$ cat src/rtl/ro_puf_eval.sv
// Ring-oscillator PUF evaluator: enables a challenged oscillator pair, counts their
// synchronised rising edges over a programmable window and compares the two counts.
module ro_puf_eval #(
   parameter int unsigned N_RO   = 16,
   parameter int unsigned SEL_W  = 4,
   parameter int unsigned WIN_W  = 16,
   parameter int unsigned CNT_W  = 16,
   parameter int unsigned SETTLE = 4
) (
   input  logic             clk_i,
   input  logic             rst_i,
   input  logic [N_RO-1:0]  ro_i,
   output logic [N_RO-1:0]  ro_en_o,
   input  logic             start_i,
   input  logic [SEL_W-1:0] sel_a_i,
   input  logic [SEL_W-1:0] sel_b_i,
   input  logic [WIN_W-1:0] win_len_i,
   output logic             busy_o,
   output logic             done_o,
   output logic             resp_o,
   output logic             tie_o,
   output logic             err_o,
   output logic [CNT_W-1:0] cnt_a_o,
   output logic [CNT_W-1:0] cnt_b_o
);

   localparam int unsigned SelN = 2 ** SEL_W;
   localparam int unsigned StlW = $clog2(SETTLE + 1);
   localparam logic [CNT_W-1:0] CntMax = '1;

   typedef enum logic [2:0] {StIdle, StSettle, StCount, StCompare, StDone} state_e;

   state_e            state_q, state_d;
   logic [N_RO-1:0]   sync1_q, sync2_q, sync3_q;
   logic [SEL_W-1:0]  sel_a_q, sel_a_d, sel_b_q, sel_b_d;
   logic [WIN_W-1:0]  win_q, win_d;
   logic [StlW-1:0]   stl_q, stl_d;
   logic [CNT_W-1:0]  cnt_a_q, cnt_a_d, cnt_b_q, cnt_b_d;
   logic [CNT_W-1:0]  out_a_q, out_a_d, out_b_q, out_b_d;
   logic [N_RO-1:0]   ro_en_q, ro_en_d;
   logic              busy_q, busy_d, resp_q, resp_d, tie_q, tie_d, err_q, err_d;
   logic [SelN-1:0]   edge_pad;
   logic [N_RO-1:0]   en_mask;
   logic              req_bad;

   always_ff @(posedge clk_i) begin
      if (rst_i) begin
         state_q <= StIdle;
         sync1_q <= '0;
         sync2_q <= '0;
         sync3_q <= '0;
         sel_a_q <= '0;
         sel_b_q <= '0;
         win_q   <= '0;
         stl_q   <= '0;
         cnt_a_q <= '0;
         cnt_b_q <= '0;
         out_a_q <= '0;
         out_b_q <= '0;
         ro_en_q <= '0;
         busy_q  <= 1'b0;
         resp_q  <= 1'b0;
         tie_q   <= 1'b0;
         err_q   <= 1'b0;
      end else begin
         state_q <= state_d;
         sync1_q <= ro_i;
         sync2_q <= sync1_q;
         sync3_q <= sync2_q;
         sel_a_q <= sel_a_d;
         sel_b_q <= sel_b_d;
         win_q   <= win_d;
         stl_q   <= stl_d;
         cnt_a_q <= cnt_a_d;
         cnt_b_q <= cnt_b_d;
         out_a_q <= out_a_d;
         out_b_q <= out_b_d;
         ro_en_q <= ro_en_d;
         busy_q  <= busy_d;
         resp_q  <= resp_d;
         tie_q   <= tie_d;
         err_q   <= err_d;
      end
   end

   // Request decode straight from the inputs; only consulted in StIdle.
   always_comb begin
      en_mask = '0;
      for (int unsigned i = 0; i < N_RO; i++) begin
         en_mask[i] = (sel_a_i == SEL_W'(i)) || (sel_b_i == SEL_W'(i));
      end
      req_bad = (sel_a_i == sel_b_i) || (32'(sel_a_i) >= N_RO) || (32'(sel_b_i) >= N_RO) ||
                (win_len_i == '0);
   end

   always_comb begin
      state_d  = state_q;
      sel_a_d  = sel_a_q;
      sel_b_d  = sel_b_q;
      win_d    = win_q;
      stl_d    = stl_q;
      cnt_a_d  = cnt_a_q;
      cnt_b_d  = cnt_b_q;
      out_a_d  = out_a_q;
      out_b_d  = out_b_q;
      ro_en_d  = ro_en_q;
      busy_d   = busy_q;
      resp_d   = resp_q;
      tie_d    = tie_q;
      err_d    = err_q;
      edge_pad = '0;
      edge_pad[N_RO-1:0] = sync2_q & ~sync3_q;

      unique case (state_q)
         StIdle: begin
            if (start_i) begin
               sel_a_d = sel_a_i;
               sel_b_d = sel_b_i;
               win_d   = win_len_i;
               if (req_bad) begin
                  err_d   = 1'b1;
                  resp_d  = 1'b0;
                  tie_d   = 1'b0;
                  out_a_d = '0;
                  out_b_d = '0;
                  state_d = StDone;
               end else begin
                  cnt_a_d = '0;
                  cnt_b_d = '0;
                  stl_d   = '0;
                  busy_d  = 1'b1;
                  ro_en_d = en_mask;
                  state_d = StSettle;
               end
            end
         end
         StSettle: begin
            if (stl_q == StlW'(SETTLE - 1)) state_d = StCount;
            else                            stl_d   = stl_q + StlW'(1);
         end
         StCount: begin
            if (edge_pad[sel_a_q] && (cnt_a_q != CntMax)) cnt_a_d = cnt_a_q + CNT_W'(1);
            if (edge_pad[sel_b_q] && (cnt_b_q != CntMax)) cnt_b_d = cnt_b_q + CNT_W'(1);
            if (win_q == WIN_W'(1)) state_d = StCompare;
            else                    win_d   = win_q - WIN_W'(1);
         end
         StCompare: begin
            resp_d  = cnt_a_q > cnt_b_q;
            tie_d   = cnt_a_q == cnt_b_q;
            out_a_d = cnt_a_q;
            out_b_d = cnt_b_q;
            err_d   = 1'b0;
            ro_en_d = '0;
            state_d = StDone;
         end
         StDone: begin
            busy_d  = 1'b0;
            state_d = StIdle;
         end
         default: state_d = StIdle;
      endcase
   end

   assign ro_en_o = ro_en_q;
   assign busy_o  = busy_q;
   assign done_o  = (state_q == StDone);
   assign resp_o  = resp_q;
   assign tie_o   = tie_q;
   assign err_o   = err_q;
   assign cnt_a_o = out_a_q;
   assign cnt_b_o = out_b_q;

endmodule

$ cat config.mk
export PLATFORM = sky130hd
export DESIGN_NAME = ro_puf_eval
export DESIGN_NICKNAME = d
export VERILOG_FILES = /design/src/rtl/ro_puf_eval.sv
export SDC_FILE = /design/constraint.sdc
export NUM_CORES = 1
export LEC_CHECK = 0
export ABC_AREA = 1
export BUFFER_PORTS_ARGS = -buffer_cell sky130_fd_sc_hd__buf_2
export CORE_MARGIN = 8
export CORE_UTILIZATION = 63
export CTS_BUF_LIST = sky130_fd_sc_hd__clkbuf_4 sky130_fd_sc_hd__clkbuf_8 sky130_fd_sc_hd__clkbuf_16
export DETAILED_ROUTE_END_ITERATION = 10
export GPL_ROUTABILITY_DRIVEN = 0
export PLACE_DENSITY = 0.85
export SLEW_MARGIN = 20
export SYNTH_ARGS = -nofsm -noshare
export SYNTH_HDL_FRONTEND = slang
export SYNTH_SLANG_ARGS = --single-unit
$ cat constraint.sdc
create_clock -name clk_i -period 2.8 [get_ports clk_i]
set_input_delay 0.7 -clock clk_i [delete_from_list [all_inputs] [get_ports clk_i]]
set_output_delay 0.7 -clock clk_i [all_outputs]
set_load 0.005 [all_outputs]
==> results of run 1 <==
==> worst max-delay path, delay by kind of cell (launching register included) <==
kind | cells | cell delay, ns
buf+inv | 1 | 0.09
flops | 1 | 0.45
fa+ha+maj | 1 | 0.25
compound gates | 1 | 0.28
simple gates | 7 | 1.07
==> logic make-up after synthesis <==
kind of cell,after synthesis,share of synthesized area (%)
DFF,162,40.88
adders and majority gates,22,3.469
AOI/OAI and AO/OA,189,13.03
xor gates and xnor gates,15,1.656
buffers and inverters,198,10.09
and+or+nand+nor,575,30.88
==> per-layer routing <==
| metal | wire [µm] | up-vias |
|---|---|---|
| li1 | - | 3877 |
| met1 | 8675 | 3512 |
| met2 | 8759 | 297 |
| met3 | 1514 | 30 |
| met4 | 318 | 0 |
| met5 | 0 | - |
==> final cells by class <==
type | count | area, µm² | share of cell area [%]
tap | 172 | 215.2 | 2.374
sequential | 162 | 3243 | 35.78
clock inverter | 8 | 102.6 | 1.132
clock buffer | 23 | 489.2 | 5.398
multi-input combinational | 801 | 3895 | 42.97
timing repair buffer | 105 | 563.0 | 6.212
inverter | 148 | 555.5 | 6.129
==> power groups by stage <==
stage	logic, µW	registers (µW)	clock network, µW
4_1_cts	3550	3340	2330
2_1_floorplan	2870	3230	0
3_3_place_gp	3390	3360	0
3_5_place_dp	3490	3370	0
5_1_grt	4110	3430	2440
6_report	3600	3360	2310
==> path summary, 6_finish.rpt <==
kind                                                 to  slack [ns]  depth (start not counted)
worst max-delay path            cnt_a_q[0]$_SDFFE_PP0P_        0.53                         10
worst max register to register  cnt_a_q[0]$_SDFFE_PP0P_        0.53                         10
worst min register to register    sync2_q[6]$_SDFF_PP0_        0.40                          2
worst min-delay path              sync2_q[6]$_SDFF_PP0_        0.40                          2
==> cells in the final DEF (no fill, tap or decap), drive strengths merged, types with 6 or more instances in the layout <==
cell type | netlist | layout
a21oi | 99 | 99
a31oi | 6 | 6
buf | 28 | 105
clkbuf | 22 | 23
dfxtp | 162 | 162
ha | 22 | 22
inv | 146 | 147
nand2 | 266 | 266
nand3 | 96 | 96
nand4 | 13 | 13
nor2 | 165 | 165
nor3 | 29 | 29
o211ai | 9 | 9
o21ai | 49 | 49
o22ai | 16 | 16
xnor2 | 7 | 7
xor2 | 8 | 8
==> through the flow <==
step	cell area, µm²	utilization [%]	cells
6_report	9064	72.71	1419
5_1_grt	9064	72.71	1419
4_1_cts	9064	72.71	1419
3_5_place_dp	8472	67.96	1388
3_3_place_gp	8472	67.96	1388
2_1_floorplan	7934	-	1161
==> metrics list, run 1 <==
- In this run the count of I/O pins placed on the die edge is 96.
- Traced cell by cell, the critical path runs through ha_1 -> nand4_2 -> nor2_2 -> nand3_2 -> clkinv_1 -> nand4_1 -> nand2_1 -> nand2_2 -> a21oi_1 -> nor2_1.
* First element of the critical path: cnt_a_q[1]$_SDFFE_PP0P_
- The critical path is of the flip-flop to flip-flop type.
- Hold bufs inserted after CTS: 0
- Buffer depth of the longest clock path: 2
- Entering global routing, the biggest net connects 98 pins.
* Commonest cells post-synth: 258 x nand2_1, 162 x dfxtp_1, 156 x nor2_1
* Fraction of final layout cells sized beyond drive strength 1: between 10% and 20%
- From synthesis to final layout, the design area changed by 14.24%.
- Sort of element at the end of the critical path: flip-flop
* Fillers: 1,026
- Area share of the largest cell type after synthesis: 40.88%
- Vias in the first global route: about 7,000
- Global routing used 38.59% of the available met2 tracks.
- The final hold violation count was 0.
- After detailed routing, the average wire length per cell comes to 13.58 µm.
- Required arrival time at the worst endpoint: 3.11 ns
- Pwr/cell area: ~1000 nW/µm²
- The initial utilization of the core area, before any placement, comes to 63.65%.
- Global routing consumed, over all layers together, between 20% and 30% of the routing resources.
- 0 antenna diodes ended up in the layout.
- Cell Int Power: 5516 µW
- The worst hold path belongs to the class flip-flop to flip-flop.
- First-pass GRT wire length: ~33,000 µm
* GRT busiest layer: met2
- Number of gates resized after cts: 0
- Summed over all layers, the routed wires come to 19,270 µm.
* Critical Path AT: 2.59 ns
- The clock network is responsible for 25.0% of the overall power.
- Overall power consumption after layout is estimated at 9266 µW.
- Met1 layer usage reported by global route: 31.39%
* Worst-Margin Slew: between 0.9 and 1 ns
* Final ANT Viol Nets: 0
- Along the worst path, the maximum fanout reaches 30.
- Met3 track demand over resource in global routing: ~5.7%
* Count of port buffers added during placement: 95
- Pre-antenna DRT Iters: 5
- Yosys attributes the largest share of cell area to dfxtp_1 41%, nand2_1 12%, nor2_1 7.4%, inv_1 6.8%, a21oi_1 6.2%.
- Switching power of the nets: 3749 µW
- Avg Inst Size Synth: ~6.8 µm²
* Die boundary width: around 130 µm
- Buffer cell driving the clock tree root: clkbuf_16
- After technology mapping, the gate count stands at between 1,000 and 1,500.
- Among all stages on the critical path, the largest delay is contributed by dfxtp_1.
- Setup slack on the critical path of the routed design comes to 0.5264 ns.
* Post-layout nets: 1,300
- Highest clock frequency the design can meet: about 0.44 GHz
- The run finished with clean final reports.
* Minimum setup slack after placement: 0.3708 ns
- Post-CTS setup buffers: 0
- Per report_power, the combinational group accounts for 38.8% of the total.
- The Yosys step of the flow raised 0 warnings.
- Finish-stage setup viols: 0
- Setup repair after global routing left no endpoint under its margin.
- Summed over all cells, the static leakage comes to just over 0.004 µW.
- Final HPWL from detailed placement: between 10,000 and 15,000 µm
- From bottom edge to top edge, the die measures 128.2 µm.
- Share of flip-flops with an asynchronous set or reset after synthesis: 0%
* Worst vdd rail ir drop: 0.0005603 V
- Cts bufs inserted: 17
* H-tree level count: 4
- Yosys mapped a number of flops with a built-in enable equal to 0.
- The most common cell in the synthesized netlist is nand2_1.
* Headroom to the max-slew limit: 33.70%
- Post-Route Skew: 0.008125 ns
- Sequential cells burn a little over a third of the power.
- TritonCTS built the clock tree.
- Total vias in the final route: 7,716
- Proportion of synthesized chip area in sequential cells: 40.88%
- Post-synthesis register bit count: 162
- The final-report max-slew violation count is 0.
- Share of the cycle needed by the critical path after routing: between 80% and 90%
- Counting I/O delays and the setup requirement, the final critical path takes 2.274 ns.
* Clk sink count: 162
* Distinct cell type count of the synthesized netlist: 40
- STA classifies the critical path startpoint as a flip-flop.
- Vias per cell: around 5.4
- On the worst path, the slowest cell contributes a delay of around 0.45 ns.
* Fraction of power spent switching nets: 40.46%
* Skew-Pair Late Insertion Delay: 0.43 ns
* Worst hold start: sync1_q[6]$_SDFF_PP0_
* Sum of overflow across all layers after global routing: 0
* Top cell type by total area after synthesis: dfxtp_1
* Max Cap Viol: 0
* Top_reg_cell synth: dfxtp_1
- After floorplanning, the core was sized to cover 12,470 µm².
- Post-route setup TNS: 0 ns
- Hold timing on the final database bottoms out at a slack of 0.4006 ns.
- Synthesis produced a netlist with a net count of 1,226.
- Starting DRT DRC Count: 674
- Number of antenna violations at the first check in global routing: 0
- The floorplan step defined a die boundary enclosing 16,440 µm².
* Cell Rows: 41
* Clock transition at path regs: 0.06 ns
* Number of design rule violations left after detail routing: 0
- Cell area after technology mapping: 7934 µm²
* Worst r2r src: cnt_a_q[1]$_SDFFE_PP0P_
(Power assumes the default switching activity.)
==> inputs of run 2 (changes only) <==
--- a/config.mk
+++ b/config.mk
@@ -5,14 +5,14 @@
 export SDC_FILE = /design/constraint.sdc
 export NUM_CORES = 1
 export LEC_CHECK = 0
-export ABC_AREA = 1
+export ABC_AREA = 0
 export BUFFER_PORTS_ARGS = -buffer_cell sky130_fd_sc_hd__buf_2
 export CORE_MARGIN = 8
-export CORE_UTILIZATION = 63
+export CORE_UTILIZATION = 52
 export CTS_BUF_LIST = sky130_fd_sc_hd__clkbuf_4 sky130_fd_sc_hd__clkbuf_8 sky130_fd_sc_hd__clkbuf_16
 export DETAILED_ROUTE_END_ITERATION = 10
 export GPL_ROUTABILITY_DRIVEN = 0
-export PLACE_DENSITY = 0.85
+export PLACE_DENSITY = 0.76
 export SLEW_MARGIN = 20
 export SYNTH_ARGS = -nofsm -noshare
 export SYNTH_HDL_FRONTEND = slang
==> constraint.sdc (replaced) <==
create_clock -name clk_i -period 2 [get_ports clk_i]
set_input_delay 0.5 -clock clk_i [delete_from_list [all_inputs] [get_ports clk_i]]
set_output_delay 0.5 -clock clk_i [all_outputs]
set_load 0.005 [all_outputs]
==> run 2 against run 1 <==
The flow now finishes with violations (negative setup slack). Via count decreased by 7.2%. Clock skew up 0.0029 ns. Count of clock-buffer cells in the layout decreased by 3. Sequential cell count is the same. Critical endpoint is now cnt_a_q[13]$_SDFFE_PP0P_. Largest power group is now registers.
==> metrics list, run 2 <==
- Final Slew Violations: 0 (unchanged)
- Dpl cell area: 8939 µm² (+5.5%)
* Headroom to the max-slew limit: 47.55% (+14 points)
- Final ANT Viol Nets: 0 (unchanged)
- The endpoint identified for the worst register-to-register timing path is cnt_a_q[13]$_SDFFE_PP0P_.
* Violated checks: negative setup slack
- Max Cap Viol: 0 (unchanged)
* Sequential power share: 44.3% (+8.1 points)
* Hold bufs inserted after CTS: 0 (unchanged)
* Layout-stage area growth over the synthesis result: 31.88%
- The via count of the first global-routing pass was 6,887 (-3.2%).
- The routed wirelength normalized by instance count was 16.27 µm (+20%).
- Commonest non-fill, non-tap cells in the layout: 148 x dfxtp_1, 125 x buf_4, 106 x nor2_1, 94 x buf_2, 69 x nand2_1
- In this run the critical register-to-register path is launched from sel_a_q[2]$_SDFFE_PP0P_.
- The commonest cells after synthesis are 162 x dfxtp_1, 109 x nor2_1, 69 x nand2_1.
- The final standard cell count with taps included and fillers excluded came to 1,260 (-11%).
- First-pass GRT wire length: 33,160 µm (+0.31%)
- The post-route minimum period came to 2.232 ns (-0.04135 ns).
* Post-Synthesis Net Count: 936 (-24%)
- The mean area per synthesized cell was 8.576 µm² (+25%).
* Pin count of the biggest net entering global routing: 84 (-14%)
- The total power after layout was 7754 µW (-16%).
- Hold violation total from the final report: 0 (unchanged)
- The fraction of layout instances using a drive strength above 1 was 31.13% (+18 points).
- The number of sinks driven by the clock tree came to 162 (unchanged).
- dfxtp_1 takes more of the synthesized area than any other cell.
* Required arrival time at the worst endpoint: 2.32 ns (-0.79 ns)
* Cell Rows: 44 (+7.3%)
- Final HPWL from detailed placement: 14,310 µm (+10%)
* Fraction of power spent switching nets: 25.38% (-15 points)
- Most common cell after layout, fill and taps aside: dfxtp_1
- Pwr/cell area: 787.1 nW/µm² (-23%)
* Total leakage power: 0.004080 µW (+0.67%)
- Register-to-Register Path Depth: 7 (-3)
- Clock tree from TritonCTS: built
- The startpoint identified for the worst hold timing path is ro_i[6].
* Number of design rule violations left after detail routing: 0 (unchanged)
- Cells after synthesis: 871 (-25%)
* Cell Int Power: 5786 µW (+4.9%)
- Clock network fraction of total power: 43.1% (+18 points)
- Worst Path Class, Setup: flip-flop to flip-flop
- Total I/O pin count: 96 (unchanged)
- The number of port buffers is 95 (unchanged).
- Share of the cycle needed by the critical path after routing: 111.6% (+30 points)
* Part of the total power dissipated in combinational logic: 12.6% (-26 points)
- Number of antenna violations at the first check in global routing: 0 (unchanged)
- Worst-Margin Slew: 0.7867 ns (-0.2078 ns)
- Status: finished with violations
* Post-Route Skew: 0.01101 ns (+0.002885 ns)
- The area of the die is 18,460 µm² (+12%).
- The worst hold path belongs to the class input port to flip-flop.
- The worst setup slack for register-to-register paths was -0.23 ns (-0.76 ns).
* Minimum setup slack after placement: -0.4057 ns (-0.7764 ns)
* Post-layout nets: 1,128 (-13%)
- Skew-Pair Late Insertion Delay: 0.44 ns (about the same)
* Post-detailed-routing wire length: 20,510 µm (+6.4%)
* Finish-stage setup viols: 19 (+19)
- Unrepaired setup endpoints after global routing: true
* Clock transition at path regs: 0.06 ns (about the same)
- The overall track demand over capacity in global routing is 22.19% (-2.1 points).
- The fraction of the yosys area taken by sequential cells came to 43.42% (+2.5 points).
* Distinct cell type count of the synthesized netlist: 66 (+65%)
- The cell count after placement came to 1,219 (-12%).
- Antenna cell count: 0 (unchanged)
- The synthesized flop and latch total is 162 (unchanged).
- The number of iterations in the first detailed-routing pass was 6 (+1).
- The vias after detailed routing is 7,161 (-7.2%).
* Starting DRT DRC Count: 603 (-11%)
* Worst Setup Start Kind: flip-flop
- Largest fanout on the critical path: 5 (-83%)
- The number of buffers inserted during clock tree synthesis was 17 (unchanged).
- The number of warnings reported in the yosys synthesis log was 0 (unchanged).
- The number of flops mapped to enable cells by yosys came to 0 (unchanged).
- The final global-route overflow total is 0 (unchanged).
- The number of H-tree branching levels was 4 (unchanged).
- The chip width was 135.9 µm (+6.0%).
- STA classifies the critical path endpoint as a flip-flop.
* Worst min-delay path endpoint: sync1_q[6]$_SDFF_PP0_
* Share of flip-flops with an asynchronous set or reset after synthesis: 0% (unchanged)
* Die extent in y: 135.9 µm (+6.0%)
- The worst hold path depth came to 2 (unchanged).
* Critical Path AT: 2.56 ns (-0.03 ns)
- Top_reg_cell synth: dfxtp_1
- Vias per cell: 5.683 (+4.5%)
- Buffer depth of the longest clock path: 2 (unchanged)
* Most area-consuming cells after synthesis: dfxtp_1 43%, nor2b_1 5.7%, nor2_1 5.5%, a22oi_1 4.0%, ha_1 3.7%
* Layout Cell Area excl Fill: 9851 µm² (+8.7%)
- Post-layout worst setup margin: -0.2322 ns (-0.7586 ns)
* Cell area after technology mapping: 7470 µm² (-5.9%)
- The initial core utilization was 52.39% (-11 points).
- Core Region: 14,260 µm² (+14%)
* Highest clock frequency the design can meet: 0.4480 GHz (+1.9%)
* Buffer cell driving the clock tree root: clkbuf_16
- The peak supply drop was 0.0007929 V (+42%).
- The area fraction of the dominant cell type after synthesis came to 43.42% (+2.5 points).
* Count leader, synth: dfxtp_1
- The switching power of the nets is 1968 µW (-48%).
==> run 2: worst max-delay path by stage <==
stage	startpoint	slack (ns)	endpoint
after floorplan	sel_a_q[2]$_SDFFE_PP0P_	-0.01	cnt_a_q[6]$_SDFFE_PP0P_
after global placement	win_len_i[14]	-0.34	cnt_a_q[12]$_SDFFE_PP0P_
after detailed placement	win_len_i[14]	-0.41	cnt_b_q[12]$_SDFFE_PP0P_
after CTS	sel_a_q[2]$_SDFFE_PP0P_	-0.18	cnt_a_q[7]$_SDFFE_PP0P_
after global routing	sel_a_q[2]$_SDFFE_PP0P_	-0.27	cnt_a_q[15]$_SDFFE_PP0P_
final	sel_a_q[2]$_SDFFE_PP0P_	-0.23	cnt_a_q[13]$_SDFFE_PP0P_
==> run 2: per-layer routing <==
layer | GRT usage, % | wire length (µm) | vias up
li1 | - | - | 3524
met3 | 5.469 | 1242 | 36
met2 | 37.59 | 10130 | 235
met4 | 8.847 | 391 | 0
met5 | 0 | 0 | -
met1 | 26.47 | 8744 | 3366
==> run 2: worst max-delay path, cell delays in order (launching register included) <==
cell and delay, ns:
dfxtp_2 0.34, or3b_1 0.37, a41oi_2 0.14, o211ai_1 0.20
a32o_2 0.34, buf_12 0.14, or4_4 0.47, o211a_1 0.12
==> run 2: area by class of cell <==
| type | count | area [µm²] |
|---|---|---|
| timing repair buffer | 228 | 1536 |
| multi-input combinational | 624 | 4098 |
| inverter | 30 | 112.6 |
| sequential | 162 | 3263 |
| fill | 1110 | 4408 |
| clock buffer | 20 | 466.7 |
| tap | 184 | 230.2 |
| clock inverter | 12 | 143.9 |
==> run 2: metrics by stage <==
step                hold WS, ns   TNS, ns  utilization (%)
floorplan                0.4138  -0.01109                -
global placement         0.4167    -15.99            62.69
detailed placement       0.4247    -17.59            62.69
CTS                      0.2608    -2.026            67.81
global route             0.2648    -3.619            69.09
finish                   0.2696    -2.473            69.09
==> run 2: cell families (layout without fill, tap and decap cells) <==
logic type	Yosys count	after routing	share of synthesized area [%]
xor+xnor	4	4	0.4690
compound gates	193	193	18.34
simple gates	395	395	27.02
mux	10	10	2.412
fa+ha+maj	22	22	3.685
flops	162	162	43.42
buf+inv	85	290	4.656
==> run 2: repair_timing <==
action | 4_1_cts | 5_1_grt
setup endpoints to repair | 28 | 49
buffers inserted | 4 | 6
pin swaps | 8 | 20
gates resized for setup | 31 | 41
==> run 2: power groups by stage <==
stage	sequential (µW)	clock, µW	combinational [µW]
2_1_floorplan	3480	0	508
5_1_grt	3450	3530	1070
6_report	3430	3340	980
3_5_place_dp	3490	0	877
3_3_place_gp	3480	0	862
4_1_cts	3420	3380	918
==> inputs of run 3 (changes only) <==
--- a/config.mk
+++ b/config.mk
@@ -13,6 +13,7 @@
 export DETAILED_ROUTE_END_ITERATION = 10
 export GPL_ROUTABILITY_DRIVEN = 0
 export PLACE_DENSITY = 0.76
+export REMOVE_ABC_BUFFERS = 1
 export SLEW_MARGIN = 20
 export SYNTH_ARGS = -nofsm -noshare
 export SYNTH_HDL_FRONTEND = slang
==> run 3 against run 2 <==
The run ends with design-rule violations, negative setup slack left. First-iteration DRC count up 12%. Fmax increased by 1.8%. Sequential cell count unchanged. Final area grew 0.65%. Clock power fell by 4%. Non-clock buffer count down 11. Die area unchanged. Worst setup slack improved by 0.039 ns. Core utilization grew 0.45 points. Sequential power hardly changed.
==> metrics list, run 3 (same netlist as run 2, synthesis figures left out) <==
- Hold bufs inserted after CTS: 0 (unchanged)
- Required arrival time at the worst endpoint: 2.35 ns (+0.03 ns)
* First-pass GRT wire length: 32,500 µm (-2.0%)
- Buffer depth of the longest clock path: 2 (unchanged)
- The worst setup path is launched from a flip-flop.
- The count of maximum capacitance violations is 0 (unchanged).
- Hold Crit Class: input port to flip-flop
- Finish-stage setup viols: 29 (+10)
* Cell type with the highest occurrence count on the critical path: o211ai_1
- Delay-heaviest family, CP: compound AO/OA/AOI/OAI gates
- The portion of total power attributed to sequential cells is 44.6% (+0.3 points).
- Layout-stage area growth over the synthesis result: 32.73%
* Post-layout worst setup margin: -0.1929 ns (+0.03934 ns)
- Skew-Pair Late Insertion Delay: 0.43 ns (about the same)
* Clk sink count: 162 (unchanged)
- Final HPWL from detailed placement: 13,470 µm (-5.9%)
* Hold Slack: 0.2711 ns (+0.001494 ns)
- The total detailed-routing wirelength came to 20,290 µm (-1.0%).
- The final-report max-slew violation count was 0 (unchanged).
- The cell sitting at the root of the clock tree is a clkbuf_16.
* Pwr/cell area: 774.3 nW/µm² (-1.6%)
- The internal power of the cells was 5748 µW (-0.66%).
- Count of port buffers added during placement: 95 (unchanged)
- The maximum number of pins on one net before global-route repair is 112 (+33%).
- Largest fanout on the critical path: 6 (+1)
- The chip width came to 135.9 µm (unchanged).
- The checks that failed: design-rule violations, negative setup slack.
- H-tree level count: 4 (unchanged)
- The placeable core region was 14,260 µm² (unchanged).
- Period minus WS final: 2.193 ns (-0.03934 ns)
* Worst Path Class, Setup: flip-flop to flip-flop
* Post-Route Skew: 0.008618 ns (-0.002393 ns)
- Commonest non-fill, non-tap cells in the layout: 152 x dfxtp_1, 103 x nor2_1, 103 x buf_4, 94 x buf_2, 69 x nand2_1
* Pre-antenna DRT Iters: 8 (+2)
- Count of placed standard cells including taps: 1,209 (-0.82%)
- Slowest stage delay, CP: 0.52 ns (+0.05 ns)
* Worst path bufs/invs: 1 (unchanged)
- The total number of nets in the final design is 1,120 (-0.71%).
* Cell Chain, Critical Path: buf_4 -> nor3b_1 -> a211o_1 -> o211ai_1 -> a32o_2 -> or4_4 -> o211ai_1
* Antenna cell count: 0 (unchanged)
- Cell Rows: 44 (unchanged)
- The via count of the first global-routing pass came to 6,831 (-0.81%).
* Cts bufs inserted: 17 (unchanged)
- The vias after detailed routing was 7,203 (+0.59%).
- For this design, the slowest cell found on the critical path is or4_4.
- The part of the power in combinational logic came to 13.4% (+0.8 points).
- The timing-limited maximum frequency was 0.4560 GHz (+1.8%).
* Switching power of the nets: 1929 µW (-2.0%)
- Number of design rule violations left after detail routing: 1 (+1)
* Final routed wire length divided by cell count: 16.22 µm (-0.32%)
- The DRC violation total after the first TritonRoute iteration came to 678 (+12%).
- STA classifies the critical path endpoint as a flip-flop.
* Critical Path AT: 2.55 ns (about the same)
- Status: finished with violations
- Hold violation total from the final report: 0 (unchanged)
* Clock network fraction of total power: 42.0% (-1.1 points)
- The area of the die is 18,460 µm² (unchanged).
- The final standard cell count with taps included and fillers excluded was 1,251 (-0.71%).
- The switching share of power came to 25.13% (-0.25 points).
* Share of the cycle needed by the critical path after routing: 109.6% (-2.0 points)
* Total leakage power: 0.004072 µW (-0.19%)
* Clock tree from TritonCTS: built
- Final ANT Viol Nets: 0 (unchanged)
* Vias per cell: 5.758 (+1.3%)
- The number of antenna violations at the first check in global routing came to 0 (unchanged).
- The number of top-level pins came to 96 (unchanged).
* Sum of overflow across all layers after global routing: 0 (unchanged)
* Fillers: 1,125 (+1.4%)
- Setup repair after global routing could not meet its margin everywhere.
- Most common cell after layout, fill and taps aside: dfxtp_1
- The y dimension of the die was 135.9 µm (unchanged).
* Headroom to the max-slew limit: 59.41% (+12 points)
- The fraction of layout instances using a drive strength above 1 is 31.02% (-0.11 points).
- Worst vdd rail ir drop: 0.0007474 V (-5.7%)
* Combined global-route utilization of all metal layers: 21.69% (-0.50 points)
- Clock transition at path regs: 0.06 ns (about the same)
- Worst-Margin Slew: 0.6043 ns (-0.1825 ns)
- The initial core utilization came to 52.39% (unchanged).
==> run 3: path summary, 6_finish.rpt <==
path                                start                      end  slack, ns  cells after the start
hold / removal                   ro_i[15]   sync1_q[15]$_SDFF_PP0_       0.27                      2
setup reg to reg  sel_a_q[2]$_SDFFE_PP0P_  cnt_a_q[5]$_SDFFE_PP0P_      -0.19                      7
hold reg to reg     sync1_q[6]$_SDFF_PP0_    sync2_q[6]$_SDFF_PP0_       0.43                      1
setup / recovery  sel_a_q[2]$_SDFFE_PP0P_  cnt_a_q[5]$_SDFFE_PP0P_      -0.19                      7
==> run 3: repair_timing <==
| action | CTS | global route |
|---|---|---|
| cloned | 3 | 1 |
| setup buffers | 5 | 2 |
| gates resized for setup | 35 | 54 |
| endpoints found under the setup margin | 31 | 70 |
| pin swaps | 34 | 18 |
==> run 3: cell type report <==
type                       instances  area, µm²  share of cell area, %
clock buffer                      19      452.9                  4.568
clock inverter                    12      131.4                  1.325
inverter                          30      112.6                  1.136
multi-input combinational        627       4203                  42.39
sequential                       162       3258                  32.86
tap                              184      230.2                  2.322
timing repair buffer             217       1526                  15.40
==> run 3: per-stage QoR <==
stage	TNS [ns]	utilization, %	area, µm²	setup slack [ns]	power, µW
finish	-2.319	69.53	9915	-0.1929	7677
global route	-3.657	69.53	9915	-0.2057	7964
CTS	-0.8850	67.53	9629	-0.1321	7640
detailed placement	-18.75	62.21	8870	-0.3242	4377
global placement	-16.89	62.21	8870	-0.2823	4358
floorplan	-50.56	-	7234	-0.7078	3910
==> run 3: routing by layer <==
| layer | wire length (µm) | vias to the layer above | GRT usage [%] | part of all wire, % |
|---|---|---|---|---|
| met4 | 426 | 0 | 6.894 | 2.1 |
| met1 | 8716 | 3390 | 26.61 | 43 |
| li1 | - | 3535 | - | - |
| met3 | 1106 | 49 | 4.619 | 5.4 |
| met2 | 10050 | 229 | 37.17 | 49 |
| met5 | 0 | - | 0 | 0 |
==> run 3: power groups by stage <==
stage / combinational (µW) / clock (µW) / sequential, µW
3_5_place_dp: 885 / 0 / 3490
3_3_place_gp: 872 / 0 / 3490
2_1_floorplan: 423 / 0 / 3490
4_1_cts: 958 / 3260 / 3420
5_1_grt: 1120 / 3410 / 3440
6_report: 1030 / 3220 / 3430
